==> src/rtl/pulse_burst_scheduler_if.sv <==
// Control/config and status bundle between the burst controller and pulse_burst_scheduler.
interface pulse_burst_scheduler_if #(
    parameter int unsigned PERIOD_MAX = 1024,
    parameter int unsigned COUNT_MAX  = 64
) ();
    localparam int unsigned PW = $clog2(PERIOD_MAX + 1);
    localparam int unsigned NW = $clog2(COUNT_MAX + 1);

    logic          start_in;
    logic          abort_in;
    logic [NW-1:0] num_pulses_in;
    logic [PW-1:0] period_in;
    logic [PW-1:0] high_in;
    logic          tx_out;
    logic          pulse_out;
    logic [NW-1:0] pulse_idx_out;
    logic          busy_out;
    logic          done_out;
    logic          err_out;

    modport master (
        output start_in, abort_in, num_pulses_in, period_in, high_in,
        input  tx_out, pulse_out, pulse_idx_out, busy_out, done_out, err_out
    );

    modport slave (
        input  start_in, abort_in, num_pulses_in, period_in, high_in,
        output tx_out, pulse_out, pulse_idx_out, busy_out, done_out, err_out
    );
endinterface

==> src/rtl/pulse_burst_scheduler.sv <==
// Transmit burst sequencer: N pulses of programmable period/high time, then a guard interval.
// Config is latched at an accepted start; all outputs are registered.
module pulse_burst_scheduler #(
    parameter int unsigned PERIOD_MAX   = 1024,
    parameter int unsigned COUNT_MAX    = 64,
    parameter int unsigned GUARD_CYCLES = 8
) (
    input logic                    clk_in,
    input logic                    rst_n_in,
    pulse_burst_scheduler_if.slave bus_io
);
    localparam int unsigned PW = $clog2(PERIOD_MAX + 1);
    localparam int unsigned NW = $clog2(COUNT_MAX + 1);
    localparam int unsigned GW = (GUARD_CYCLES > 0) ? $clog2(GUARD_CYCLES + 1) : 1;
    localparam logic [GW-1:0] GuardLast = GW'((GUARD_CYCLES > 0) ? GUARD_CYCLES - 1 : 0);

    typedef enum logic [1:0] {StIdle, StHigh, StLow, StGuard} state_e;

    state_e        state_q, state_d;
    logic [PW-1:0] phase_cnt_q, phase_cnt_d;
    logic [NW-1:0] pulse_cnt_q, pulse_cnt_d;
    logic [GW-1:0] guard_cnt_q, guard_cnt_d;
    logic [NW-1:0] num_q, num_d;
    logic [PW-1:0] period_q, period_d;
    logic [PW-1:0] high_q, high_d;
    logic          tx_q, tx_d;
    logic          strobe_q, strobe_d;
    logic          busy_q, busy_d;
    logic          done_q, done_d;
    logic          err_q, err_d;
    logic          cfg_ok;

    assign cfg_ok = (bus_io.num_pulses_in != '0)
                 && (bus_io.num_pulses_in <= NW'(COUNT_MAX))
                 && (bus_io.period_in >= PW'(2))
                 && (bus_io.period_in <= PW'(PERIOD_MAX))
                 && (bus_io.high_in != '0)
                 && (bus_io.high_in < bus_io.period_in);

    always_comb begin
        state_d     = state_q;
        phase_cnt_d = phase_cnt_q;
        pulse_cnt_d = pulse_cnt_q;
        guard_cnt_d = guard_cnt_q;
        num_d       = num_q;
        period_d    = period_q;
        high_d      = high_q;
        done_d      = 1'b0;
        err_d       = 1'b0;

        unique case (state_q)
            StIdle: begin
                if (bus_io.start_in && !bus_io.abort_in) begin
                    if (cfg_ok) begin
                        num_d       = bus_io.num_pulses_in;
                        period_d    = bus_io.period_in;
                        high_d      = bus_io.high_in;
                        phase_cnt_d = '0;
                        pulse_cnt_d = '0;
                        guard_cnt_d = '0;
                        state_d     = StHigh;
                    end else begin
                        err_d = 1'b1;
                    end
                end
            end
            StHigh: begin
                phase_cnt_d = phase_cnt_q + PW'(1);
                if (phase_cnt_q == high_q - PW'(1)) begin
                    state_d = StLow;
                end
            end
            StLow: begin
                if (phase_cnt_q == period_q - PW'(1)) begin
                    phase_cnt_d = '0;
                    if (pulse_cnt_q == num_q - NW'(1)) begin
                        if (GUARD_CYCLES == 0) begin
                            state_d = StIdle;
                            done_d  = 1'b1;
                        end else begin
                            guard_cnt_d = '0;
                            state_d     = StGuard;
                        end
                    end else begin
                        pulse_cnt_d = pulse_cnt_q + NW'(1);
                        state_d     = StHigh;
                    end
                end else begin
                    phase_cnt_d = phase_cnt_q + PW'(1);
                end
            end
            StGuard: begin
                if (guard_cnt_q == GuardLast) begin
                    state_d = StIdle;
                    done_d  = 1'b1;
                end else begin
                    guard_cnt_d = guard_cnt_q + GW'(1);
                end
            end
            default: state_d = StIdle;
        endcase

        // Abort freezes the counters where they are and suppresses any completion.
        if (state_q != StIdle && bus_io.abort_in) begin
            state_d     = StIdle;
            phase_cnt_d = phase_cnt_q;
            pulse_cnt_d = pulse_cnt_q;
            guard_cnt_d = guard_cnt_q;
            done_d      = 1'b0;
        end

        tx_d     = (state_d == StHigh);
        strobe_d = (state_d == StHigh) && (state_q != StHigh);
        busy_d   = (state_d != StIdle);
    end

    always_ff @(posedge clk_in or negedge rst_n_in) begin
        if (!rst_n_in) begin
            state_q     <= StIdle;
            phase_cnt_q <= '0;
            pulse_cnt_q <= '0;
            guard_cnt_q <= '0;
            num_q       <= '0;
            period_q    <= '0;
            high_q      <= '0;
            tx_q        <= 1'b0;
            strobe_q    <= 1'b0;
            busy_q      <= 1'b0;
            done_q      <= 1'b0;
            err_q       <= 1'b0;
        end else begin
            state_q     <= state_d;
            phase_cnt_q <= phase_cnt_d;
            pulse_cnt_q <= pulse_cnt_d;
            guard_cnt_q <= guard_cnt_d;
            num_q       <= num_d;
            period_q    <= period_d;
            high_q      <= high_d;
            tx_q        <= tx_d;
            strobe_q    <= strobe_d;
            busy_q      <= busy_d;
            done_q      <= done_d;
            err_q       <= err_d;
        end
    end

    assign bus_io.tx_out        = tx_q;
    assign bus_io.pulse_out     = strobe_q;
    assign bus_io.pulse_idx_out = pulse_cnt_q;
    assign bus_io.busy_out      = busy_q;
    assign bus_io.done_out      = done_q;
    assign bus_io.err_out       = err_q;
endmodule

==> src/flat_wrapper.sv <==
// flat-port wrapper written by rule: the top's interface ports become plain ports
module pulse_burst_scheduler_flat 
#(
    parameter int unsigned PERIOD_MAX   = 1024,
    parameter int unsigned COUNT_MAX    = 64,
    parameter int unsigned GUARD_CYCLES = 8
)
  (clk_in, rst_n_in, bus_io_start_in, bus_io_abort_in, bus_io_num_pulses_in, bus_io_period_in, bus_io_high_in, bus_io_tx_out, bus_io_pulse_out, bus_io_pulse_idx_out, bus_io_busy_out, bus_io_done_out, bus_io_err_out);
  pulse_burst_scheduler_if #(.PERIOD_MAX(PERIOD_MAX), .COUNT_MAX(COUNT_MAX)) bus_io_i ();
  input logic clk_in;
  input logic rst_n_in;
  input wire logic [$bits(bus_io_i.start_in)-1:0] bus_io_start_in;
  input wire logic [$bits(bus_io_i.abort_in)-1:0] bus_io_abort_in;
  input wire logic [$bits(bus_io_i.num_pulses_in)-1:0] bus_io_num_pulses_in;
  input wire logic [$bits(bus_io_i.period_in)-1:0] bus_io_period_in;
  input wire logic [$bits(bus_io_i.high_in)-1:0] bus_io_high_in;
  output wire logic [$bits(bus_io_i.tx_out)-1:0] bus_io_tx_out;
  output wire logic [$bits(bus_io_i.pulse_out)-1:0] bus_io_pulse_out;
  output wire logic [$bits(bus_io_i.pulse_idx_out)-1:0] bus_io_pulse_idx_out;
  output wire logic [$bits(bus_io_i.busy_out)-1:0] bus_io_busy_out;
  output wire logic [$bits(bus_io_i.done_out)-1:0] bus_io_done_out;
  output wire logic [$bits(bus_io_i.err_out)-1:0] bus_io_err_out;
  assign bus_io_i.start_in = bus_io_start_in;
  assign bus_io_i.abort_in = bus_io_abort_in;
  assign bus_io_i.num_pulses_in = bus_io_num_pulses_in;
  assign bus_io_i.period_in = bus_io_period_in;
  assign bus_io_i.high_in = bus_io_high_in;
  assign bus_io_tx_out = bus_io_i.tx_out;
  assign bus_io_pulse_out = bus_io_i.pulse_out;
  assign bus_io_pulse_idx_out = bus_io_i.pulse_idx_out;
  assign bus_io_busy_out = bus_io_i.busy_out;
  assign bus_io_done_out = bus_io_i.done_out;
  assign bus_io_err_out = bus_io_i.err_out;
  pulse_burst_scheduler #(.PERIOD_MAX(PERIOD_MAX), .COUNT_MAX(COUNT_MAX), .GUARD_CYCLES(GUARD_CYCLES)) u_core (.clk_in(clk_in), .rst_n_in(rst_n_in), .bus_io(bus_io_i));
endmodule
==> config.mk <==
export PLATFORM = sky130hd
export DESIGN_NAME = pulse_burst_scheduler_flat
export DESIGN_NICKNAME = d
export VERILOG_FILES = /design/src/rtl/pulse_burst_scheduler_if.sv /design/src/rtl/pulse_burst_scheduler.sv /design/src/flat_wrapper.sv
export SDC_FILE = /design/constraint.sdc
export NUM_CORES = 1
export LEC_CHECK = 0
export CORE_MARGIN = 1.5
export CORE_UTILIZATION = 55
export DETAILED_ROUTE_END_ITERATION = 6
export DONT_BUFFER_PORTS = 1
export PLACE_DENSITY = 0.85
export SYNTH_ARGS = -nofsm -noshare
export SYNTH_HDL_FRONTEND = slang
export SYNTH_SLANG_ARGS = --single-unit
export TNS_END_PERCENT = 10
==> constraint.sdc <==
create_clock -name clk_in -period 3 [get_ports clk_in]
set_input_delay 0.3 -clock clk_in [delete_from_list [all_inputs] [get_ports clk_in]]
set_output_delay 0.3 -clock clk_in [all_outputs]
set_load 0.01 [all_outputs]
# After elaboration in Yosys (flattened, before gate mapping)
# Cells that the tools add are included.
[totals] reg_bits=58
[classes] addsub=6 order_cmp=4 eq_ne=15 mux=29 n_bitwise=1 reduce_logical=21
[ops] cell="$mux W11" count=3
[ops] cell="$pmux W11 S3" count=1
[ops] cell="$mux W7" count=4
[ops] cell="$eq A11 B11 Y1" count=2
[ops] cell="$sub A11 B1 Y11 const B" count=2
[ops] cell="$mux W4" count=5
[ops] cell="$mux W2" count=7
[ops] cell="$pmux W7 S2" count=1
[ops] cell="$pmux W4 S3" count=1
[ops] cell="$add A11 B1 Y11 const B" count=1
[ops] cell="$ge A11 B2 Y1 const B" count=1
[ops] cell="$le A11 B11 Y1 const B" count=1
[ops] cell="$lt A11 B11 Y1" count=1
[ops] cell="$reduce_bool A11 Y1" count=1
[ops] cell="$ne A2 B1 Y1 const B" count=5
[ops] cell="$logic_and A1 B1 Y1" count=8
[ops] cell="$pmux W2 S4" count=1
[ops] cell="$add A7 B1 Y7 const B" count=1
[ops] cell="$eq A7 B7 Y1" count=1
[ops] cell="$le A7 B7 Y1 const B" count=1
[ops] cell="$reduce_and A7 Y1" count=1
[ops] cell="$reduce_bool A7 Y1" count=1
[ops] cell="$sub A7 B1 Y7 const B" count=1
[ops] cell="$mux W1" count=6
[ops] cell="13 further kinds" count=19

# Logic depth before layout (Yosys ltp)
# Gate-level depths: netlist (run 1).
[depth] word_depth=12 mapped_depth=12

# Worst setup path before layout (run 1)
# No wires, ideal clock.
[synth_timing] path_type="reg2reg" startpoint="reg u_core.period_q[3]" endpoint="reg u_core.pulse_cnt_q[5], in the netlist u_core.bus_io.pulse_idx_out[5]" t_arrival_ps=2741 path_slack_ps=182 path_stages_with_launch=10 synth_period_minus_slack_ps=2818 path_cell_list="dfrtp_1 > buf_6 > or4_4 > or4_1 > nand3_2 > o311ai_4 > nor3_4 > nand4b_2 > or4_1 > a21oi_1"
[synth_via] elab_chain_cells=4
[synth_lines] element="from (decl)" line="pulse_burst_scheduler.sv:24" rtl="logic [PW-1:0] period_q, period_d;"
[synth_lines] element="from (signal assigned)" line="pulse_burst_scheduler.sv:137" rtl="period_q <= period_d;"
[synth_lines] element="$sub A11 B1 Y11" line="pulse_burst_scheduler.sv:74" rtl="if (phase_cnt_q == period_q - PW'(1)) begin"
[synth_lines] element="$eq A11 B11 Y1" line="pulse_burst_scheduler.sv:74"
[synth_lines] element="$ne A2 B1 Y1 (no source line)"
[synth_lines] element="$reduce_and A6 Y1 (no source line)"
[synth_lines] element="to (signal assigned)" line="pulse_burst_scheduler.sv:134" rtl="pulse_cnt_q <= pulse_cnt_d;"
[synth_lines] element="to (decl)" line="pulse_burst_scheduler.sv:21" rtl="logic [NW-1:0] pulse_cnt_q, pulse_cnt_d;"
# Every way passes these cells.
# A chain may end at the register's enable or synchronous reset.

# Worst setup path after layout (run 1)
[layout_timing] startpoint="reg u_core.period_q[0]" endpoint="reg u_core.guard_cnt_q[3]"
[layout_via] elab_chain_cells=4
[layout_lines] element="$sub A11 B1 Y11" line="pulse_burst_scheduler.sv:74"
[layout_lines] element="$eq A11 B11 Y1" line="pulse_burst_scheduler.sv:74"
[layout_lines] element="$ne A2 B1 Y1 (no source line)"
[layout_lines] element="$reduce_and A7 Y1 (no source line)"
[layout_lines] element="to (signal assigned)" line="pulse_burst_scheduler.sv:135" rtl="guard_cnt_q <= guard_cnt_d;"
[layout_lines] element="to (decl)" line="pulse_burst_scheduler.sv:22" rtl="logic [GW-1:0] guard_cnt_q, guard_cnt_d;"
# Every way passes these cells.

==> impl_metrics.toml, run 1 <==
[clocking]
tritoncts = "done"
path_clk_slew_ps = 80
clock_sinks = 58
cts-root-to-sink-buffers = 2
cts-htree-levels = 3
clk_root_buffer_cell = "sky130_fd_sc_hd__clkbuf_8"
clk-insertion-delay-late_ps = 350
clock_buffer_count_from_cts = 9

[placement]
placed_cells = 538
worst_case_setup_slack_after_placement_ps = -3.45
routability_congestion = 0.912
detailed_place.area_um2 = 4240
dpl.hpwl_mm = 7.34
portBuffers = 0

[yosys]
synth_xor_area_share_pct = 9.07
ys.flop_type = "sky130_fd_sc_hd__dfrtp_1"
yosys.cell_count.top_type = "sky130_fd_sc_hd__dfrtp_1"
seq_area_frac_synth_pct = 35.8
yosysUniqueCellTypes = 67
synth_simple_gate_area_share_pct = 21.8
yosysWarnings = 0
synth_mux_area_share_pct = 7.07
yosys_register_bits = 58
synth_common_cells = "sky130_fd_sc_hd__dfrtp_1 (58), sky130_fd_sc_hd__inv_1 (33), sky130_fd_sc_hd__nand2_1 (33), sky130_fd_sc_hd__xnor2_1 (27), sky130_fd_sc_hd__nor2_1 (24)"
synth_compound_gate_area_share_pct = 15.0
synthesis.nets = 492
yosysTopAreaCellShare_pct = 35.8
synth_enable_flop_cells = 0
synth_top_cells_by_area = "sky130_fd_sc_hd__dfrtp_1 (36%), sky130_fd_sc_hd__ha_1 (6.5%), sky130_fd_sc_hd__mux2_2 (5.8%)"
synthesis.area_um2 = 4050
synth-adder-area-share_pct = 6.48
post-synth-top-area-cell = "sky130_fd_sc_hd__dfrtp_1"
synth_top_family_by_area = "simple AND/OR/NAND/NOR gates"
syn_avg_cell_area_um2 = 9.26
post_synth_inst_count = 438
synthArstFlopShare_pct = 100

[route]
detail_route.wl_per_cell_um = 18.3
post_drt_via_cell_ratio = 6.21
drtPass1Iterations = 5
drtIter0Drc = 270
drt-total-wl_mm = 10.2
drt_drc_violations_left = 0
antenna_left = 0
vias = 3465

[status]
run_status = "completed"

[global_routing]
grt_first_pass_wirelength_mm = 15.7
largest_net_degree_at_the_start_of_global_routing = 59
first_global_vias = 3218
antenna_found_initial = 0
grt_remaining_overflow = 0
grt_use_total_pct = 26.3

[die]
die_height_um = 88.9
num_rows = 31
die_area_um2 = 7890
floorplan.core_area_um2 = 7180
floorplan.io_pins = 45
horizontal_die_dimension_um = 88.9
floorplan.initialDensity_pct = 56.5

[cells_and_area]
n_fill_cell = 567
antennaDiodeCount = 0
final_cell_area_um2 = 4560
final_core_util_pct = 63.5
final_net_count = 508
layoutNonFillerInstCount = 558
drive_above_1_share_pct = 16.6
flow.area_growth_from_synthesis_pct = 12.5

[timing]
timing.final.crit_period_ps = 2890
finalSetupViolations = 0
worstMarginPinSlew_ps = 547
clock-skew-final_ps = 12.2
fmax_mhz = 346
final.setup.tns_ps = 0
timing.final.crit_share_pct = 96.4
slew_viol_final = 0
finalHoldViolations = 0
setup_slack_ps = 107
slew-limit-headroom_pct = 63.0

[setup_path]
critPathLaunch = "u_core.period_q[0]$_DFFE_PN0P_"
required_ps = 3280
critical_path.max_fanout = 5
timing_worst_setup_path_type = "reg2reg"
r2r_slack_ps = 110
critPathCaptureType = "register"
rr_startpoint = "u_core.period_q[0]$_DFFE_PN0P_"
r2r-end = "u_core.guard_cnt_q[3]$_DFFE_PN0P_"
endpoint = "u_core.guard_cnt_q[3]$_DFFE_PN0P_"
r2r.worst_path.cells = 10
crit_arrival_ps = 3170
kind_of_launch_point_of_the_worst_setup_path = "register"

[power]
leakage_nw = 1.97
power.density_cell_area_nw_per_um2 = 822
max-vdd-ir-drop_mv = 0.537

[hold_path]
hold_path_class = "in2reg"

[flow_run]
maxCapViolations = 0
## cells in the final DEF (no fill, tap or decap), types with 4 or more instances in the layout
cell type                  count
sky130_fd_sc_hd__a21oi_1      17
sky130_fd_sc_hd__nand4_1       7
sky130_fd_sc_hd__a31oi_1       4
sky130_fd_sc_hd__nor4b_1       5
sky130_fd_sc_hd__nor3_1       16
sky130_fd_sc_hd__clkbuf_8     10
sky130_fd_sc_hd__or4_1         8
sky130_fd_sc_hd__nand2b_1      5
sky130_fd_sc_hd__nand3_1      12
sky130_fd_sc_hd__dfrtp_1      58
sky130_fd_sc_hd__nand2_1      33
sky130_fd_sc_hd__nor4_1        8
sky130_fd_sc_hd__xor2_1       15
sky130_fd_sc_hd__o21ai_0      19
sky130_fd_sc_hd__xnor2_1      27
sky130_fd_sc_hd__nor2b_1       8
sky130_fd_sc_hd__inv_1        33
sky130_fd_sc_hd__nor2_1       23
sky130_fd_sc_hd__ha_1         20
sky130_fd_sc_hd__mux2i_1       5
sky130_fd_sc_hd__o31ai_1       9
sky130_fd_sc_hd__buf_4        19
sky130_fd_sc_hd__or3_1         5
sky130_fd_sc_hd__and3_1        4
sky130_fd_sc_hd__mux2_2       21
## critical path, stage by stage, from the launching register on
cell and delay, ps:
sky130_fd_sc_hd__dfrtp_1 400, sky130_fd_sc_hd__inv_1 80, sky130_fd_sc_hd__ha_1 240, sky130_fd_sc_hd__nand2b_1 220, sky130_fd_sc_hd__nor4_1 90, sky130_fd_sc_hd__nor4bb_1 520, sky130_fd_sc_hd__a21oi_4 160, sky130_fd_sc_hd__nor4_2 380
sky130_fd_sc_hd__o221ai_2 160, sky130_fd_sc_hd__or4_1 470, sky130_fd_sc_hd__o21ai_1 80
## state kept, by name, indices dropped and copies added, names as in the netlist
register                     cells
u_core.bus_io.pulse_idx_out      7
u_core.bus_io.busy_out           1
u_core.guard_cnt_q               4
u_core.high_q                   11
u_core.bus_io.tx_out             1
u_core.state_q                   2
u_core.bus_io.err_out            1
u_core.bus_io.done_out           1
u_core.period_q                 11
u_core.phase_cnt_q              11
u_core.bus_io.pulse_out          1
u_core.num_q                     7
## logic make-up (layout without fill, tap and decap cells)
kind of cell	count (synthesis)	count (layout)
AO/OA/AOI/OAI	85	85
XOR/XNOR	42	42
flip-flops	58	58
buffers and inverters	49	70
adder cells (fa/ha/maj)	21	21
AND/OR/NAND/NOR	157	157
multiplexers	26	26
## worst min path at each step
stage               startpoint  cells past startpoint                                          to  slack (ps)
2_1_floorplan         rst_n_in                      0            u_core.bus_io.busy_out$_DFF_PN0_           4
3_3_place_gp          rst_n_in                      0  u_core.bus_io.pulse_idx_out[3]$_DFFE_PN0P_           6
3_5_place_dp          rst_n_in                      0                 u_core.num_q[4]$_DFFE_PN0P_           5
4_1_cts        bus_io_abort_in                      1            u_core.bus_io.done_out$_DFF_PN0_          20
5_1_grt        bus_io_abort_in                      1            u_core.bus_io.done_out$_DFF_PN0_          10
6_report       bus_io_abort_in                      1            u_core.bus_io.done_out$_DFF_PN0_          30
## routing by layer
| metal | share of wire [%] | global-route usage, % | up-vias |
|---|---|---|---|
| met2 | 47 | 40.3 | 159 |
| met3 | 8.9 | 7.46 | 20 |
| met1 | 42 | 35.3 | 1659 |
| li1 | - | - | 1627 |
| met4 | 1.8 | 10.2 | 0 |
| met5 | 0 | 0 | - |
## layout make-up
cell class	count	area, um^2	share of cell area, %
multi-input cells	331	2500	54.9
flip-flops and latches	58	1450	31.8
repair buffers	21	180	3.95
clock buffers	10	138	3.02
inverters	33	124	2.72
well taps	99	124	2.72
clock inverters	6	41.3	0.906
## timing repair
action / 4_1_cts / 5_1_grt
hold buffers: 2 / 0
resized for setup: 1 / 12
buffers inserted: 0 / 2
endpoints found under the hold margin: 58 / 0
endpoints found under the setup margin: 1 / 19
pin swaps: 0 / 4
## power breakdown
| part | switching, mW | internal, mW | leakage [nW] |
|---|---|---|---|
| sequential | 0.317 | 1.02 | 0.752 |
| combinational | 0.922 | 0.817 | 1.13 |
| clock | 0.350 | 0.321 | 0.0847 |
## stage by stage
step	hold slack [ps]	total power, mW
global route	10.3	4.00
global placement	5.51	2.83
floorplan	4.41	2.51
finish	28.9	3.75
detailed placement	5.41	2.91
CTS	19.3	3.61
No activity file was read; power rests on OpenSTA's default activity.
==> run 2, diff against run 1 <==
Settings changed: CELL_PAD_IN_SITES_DETAIL_PLACEMENT set to 1, CELL_PAD_IN_SITES_GLOBAL_PLACEMENT set to 1, CORE_UTILIZATION 55 to 45, PLACE_DENSITY 0.85 to 0.89.
==> impl_metrics.toml, run 2 (synthesized netlist as in run 1, its figures left out) <==
[status]
run_status = "completed"

[power]
net-switching-power_mw = 1.78
power.density_cell_area_nw_per_um2 = 859
p_seq_share_pct = 34.5
max-vdd-ir-drop_mv = 0.247
internal_power_mw = 2.22
switching_share_pct = 44.5
leakage_nw = 1.98
pwr-share-clk_pct = 16.4
p_comb_share_pct = 49.1

[setup_path]
r2r-end = "u_core.bus_io.pulse_out$_DFF_PN0_"
timing_worst_setup_path_type = "reg2reg"
rr_startpoint = "u_core.period_q[0]$_DFFE_PN0P_"
crit_arrival_ps = 3120
r2r_slack_ps = 90
critPathCaptureType = "register"
kind_of_launch_point_of_the_worst_setup_path = "register"
critical_path.max_fanout = 4
r2r.worst_path.cells = 12
required_ps = 3220

[die]
floorplan.initialDensity_pct = 46.5
die_height_um = 97.9
die_area_um2 = 9590
num_rows = 34
floorplan.core_area_um2 = 8720
horizontal_die_dimension_um = 97.9
floorplan.io_pins = 45

[route]
drtIter0Drc = 233
drt-total-wl_mm = 13.2
antenna_left = 0
detail_route.wl_per_cell_um = 23.1
vias = 3683
drt_drc_violations_left = 0
drtPass1Iterations = 5
post_drt_via_cell_ratio = 6.44

[clocking]
cts-root-to-sink-buffers = 2
clk-insertion-delay-late_ps = 350
cts-htree-levels = 3
path_clk_slew_ps = 70
clock_buffer_count_from_cts = 9
clock_sinks = 58
clk_root_buffer_cell = "sky130_fd_sc_hd__clkbuf_8"
tritoncts = "done"

[global_routing]
first_global_vias = 3900
antenna_found_initial = 0
grt_remaining_overflow = 0
grt_first_pass_wirelength_mm = 20.2
largest_net_degree_at_the_start_of_global_routing = 59
grt_use_total_pct = 26.9

[cells_and_area]
largest_registers = "u_core.high_q (11), u_core.period_q (11), u_core.phase_cnt_q (11)"
final_cell_area_um2 = 4650
leading_cell_type_in_the_layout_fill_and_taps_excluded = "sky130_fd_sc_hd__dfrtp_1"
flow.area_growth_from_synthesis_pct = 14.7
final_net_count = 513
antennaDiodeCount = 0
drive_above_1_share_pct = 19.6
most-common-layout-cells = "sky130_fd_sc_hd__dfrtp_1 (58), sky130_fd_sc_hd__nand2_1 (33), sky130_fd_sc_hd__inv_1 (31)"

[hold_path]
hold_path_class = "in2reg"
hold_path_end = "u_core.bus_io.done_out$_DFF_PN0_"
worst_hold_startpoint = "bus_io_abort_in"
worst_hold_path.num_cells = 1

[timing]
fmax_mhz = 344
slew_viol_final = 0
finalHoldViolations = 0
timing.final.crit_share_pct = 96.9
timing.final.crit_period_ps = 2910
whs_ps = 26.1
setup_slack_ps = 94.4
slew-limit-headroom_pct = 67.1
finalSetupViolations = 0
clock-skew-final_ps = 10.3
worstMarginPinSlew_ps = 490

[placement]
routability_congestion = 0.927
worst_case_setup_slack_after_placement_ps = -75.4
portBuffers = 0
dpl.hpwl_mm = 8.95
detailed_place.area_um2 = 4280

[flow_run]
maxCapViolations = 0
-- run 2: changes by cell type in the layout (fill, tap and decap cells not counted), sizes merged --
cell	change
clkinvlp	-1
clkinv	+1
buf	+5
clkbuf	+1
inv	-1
-- run 2: cell type report --
type | instances | area (um^2)
Tap cell | 108 | 135
Sequential cell | 58 | 1450
Clock buffer | 11 | 141
Fill cell | 1001 | 4070
Clock inverter | 5 | 30.0
Timing Repair Buffer | 26 | 234
Multi-Input combinational cell | 331 | 2530
Inverter | 33 | 124
-- run 2: repair_timing --
| item | in CTS | in global routing |
|---|---|---|
| gates resized for setup | 4 | 21 |
| buffers inserted | 2 | 3 |
| pin swaps | 1 | 7 |
| cloned | 0 | 0 |
| setup endpoints to repair | 12 | 21 |
| endpoints found under the hold margin | 58 | 0 |
| hold buffers | 2 | 0 |
-- run 2: stage by stage --
step,total power [mW],cells,TNS (ps),utilization [%]
2_1_floorplan,2.51,438,0,-
3_3_place_gp,2.89,549,0,49.1
3_5_place_dp,3.02,549,-490,49.1
4_1_cts,3.75,569,0,51.9
5_1_grt,4.24,572,-161,53.3
6_report,3.99,572,0,53.3
-- run 2: worst max-delay path, cell delays in order (launching register included) --
cell	delay [ps]
sky130_fd_sc_hd__dfrtp_1	440
sky130_fd_sc_hd__inv_2	120
sky130_fd_sc_hd__ha_4	170
sky130_fd_sc_hd__nor2b_4	190
sky130_fd_sc_hd__buf_4	150
sky130_fd_sc_hd__xnor2_1	110
sky130_fd_sc_hd__o22ai_1	130
sky130_fd_sc_hd__o311ai_4	430
sky130_fd_sc_hd__nor3_4	100
sky130_fd_sc_hd__buf_6	150
sky130_fd_sc_hd__o32a_1	330
sky130_fd_sc_hd__o311ai_2	340
sky130_fd_sc_hd__nor3b_1	110
-- run 2: power groups by stage --
stage                     logic (mW)  clock network [mW]  registers (mW)
after CTS                       1.76               0.653            1.33
after floorplan                 1.25                   0            1.26
final                           1.96               0.654            1.38
after detailed placement        1.68                   0            1.34
after global placement          1.57                   0            1.32
after global routing            2.14               0.688            1.41
-- run 2: how the worst max path moves through the flow --
| stage | from | cells after the start | end | slack (ps) |
|---|---|---|---|---|
| final | u_core.period_q[0]$_DFFE_PN0P_ | 12 | u_core.bus_io.pulse_out$_DFF_PN0_ | 90 |
| after global routing | u_core.period_q[0]$_DFFE_PN0P_ | 12 | u_core.phase_cnt_q[4]$_DFFE_PN0P_ | -40 |
| after global placement | u_core.period_q[3]$_DFFE_PN0P_ | 8 | u_core.guard_cnt_q[3]$_DFFE_PN0P_ | 120 |
| after floorplan | u_core.period_q[3]$_DFFE_PN0P_ | 9 | u_core.bus_io.pulse_idx_out[5]$_DFFE_PN0P_ | 180 |
| after detailed placement | u_core.period_q[0]$_DFFE_PN0P_ | 11 | u_core.phase_cnt_q[8]$_DFFE_PN0P_ | -80 |
| after CTS | u_core.period_q[0]$_DFFE_PN0P_ | 9 | u_core.guard_cnt_q[3]$_DFFE_PN0P_ | 2 |
-- run 2: routing by layer --
metal  track usage, %  vias up  routed length (um)
met1             33.4     1833                5300
met5                0        -                   0
met2             44.5      179                6580
li1                 -     1633                   -
met3             6.01       38                 918
met4             12.9        0                 413
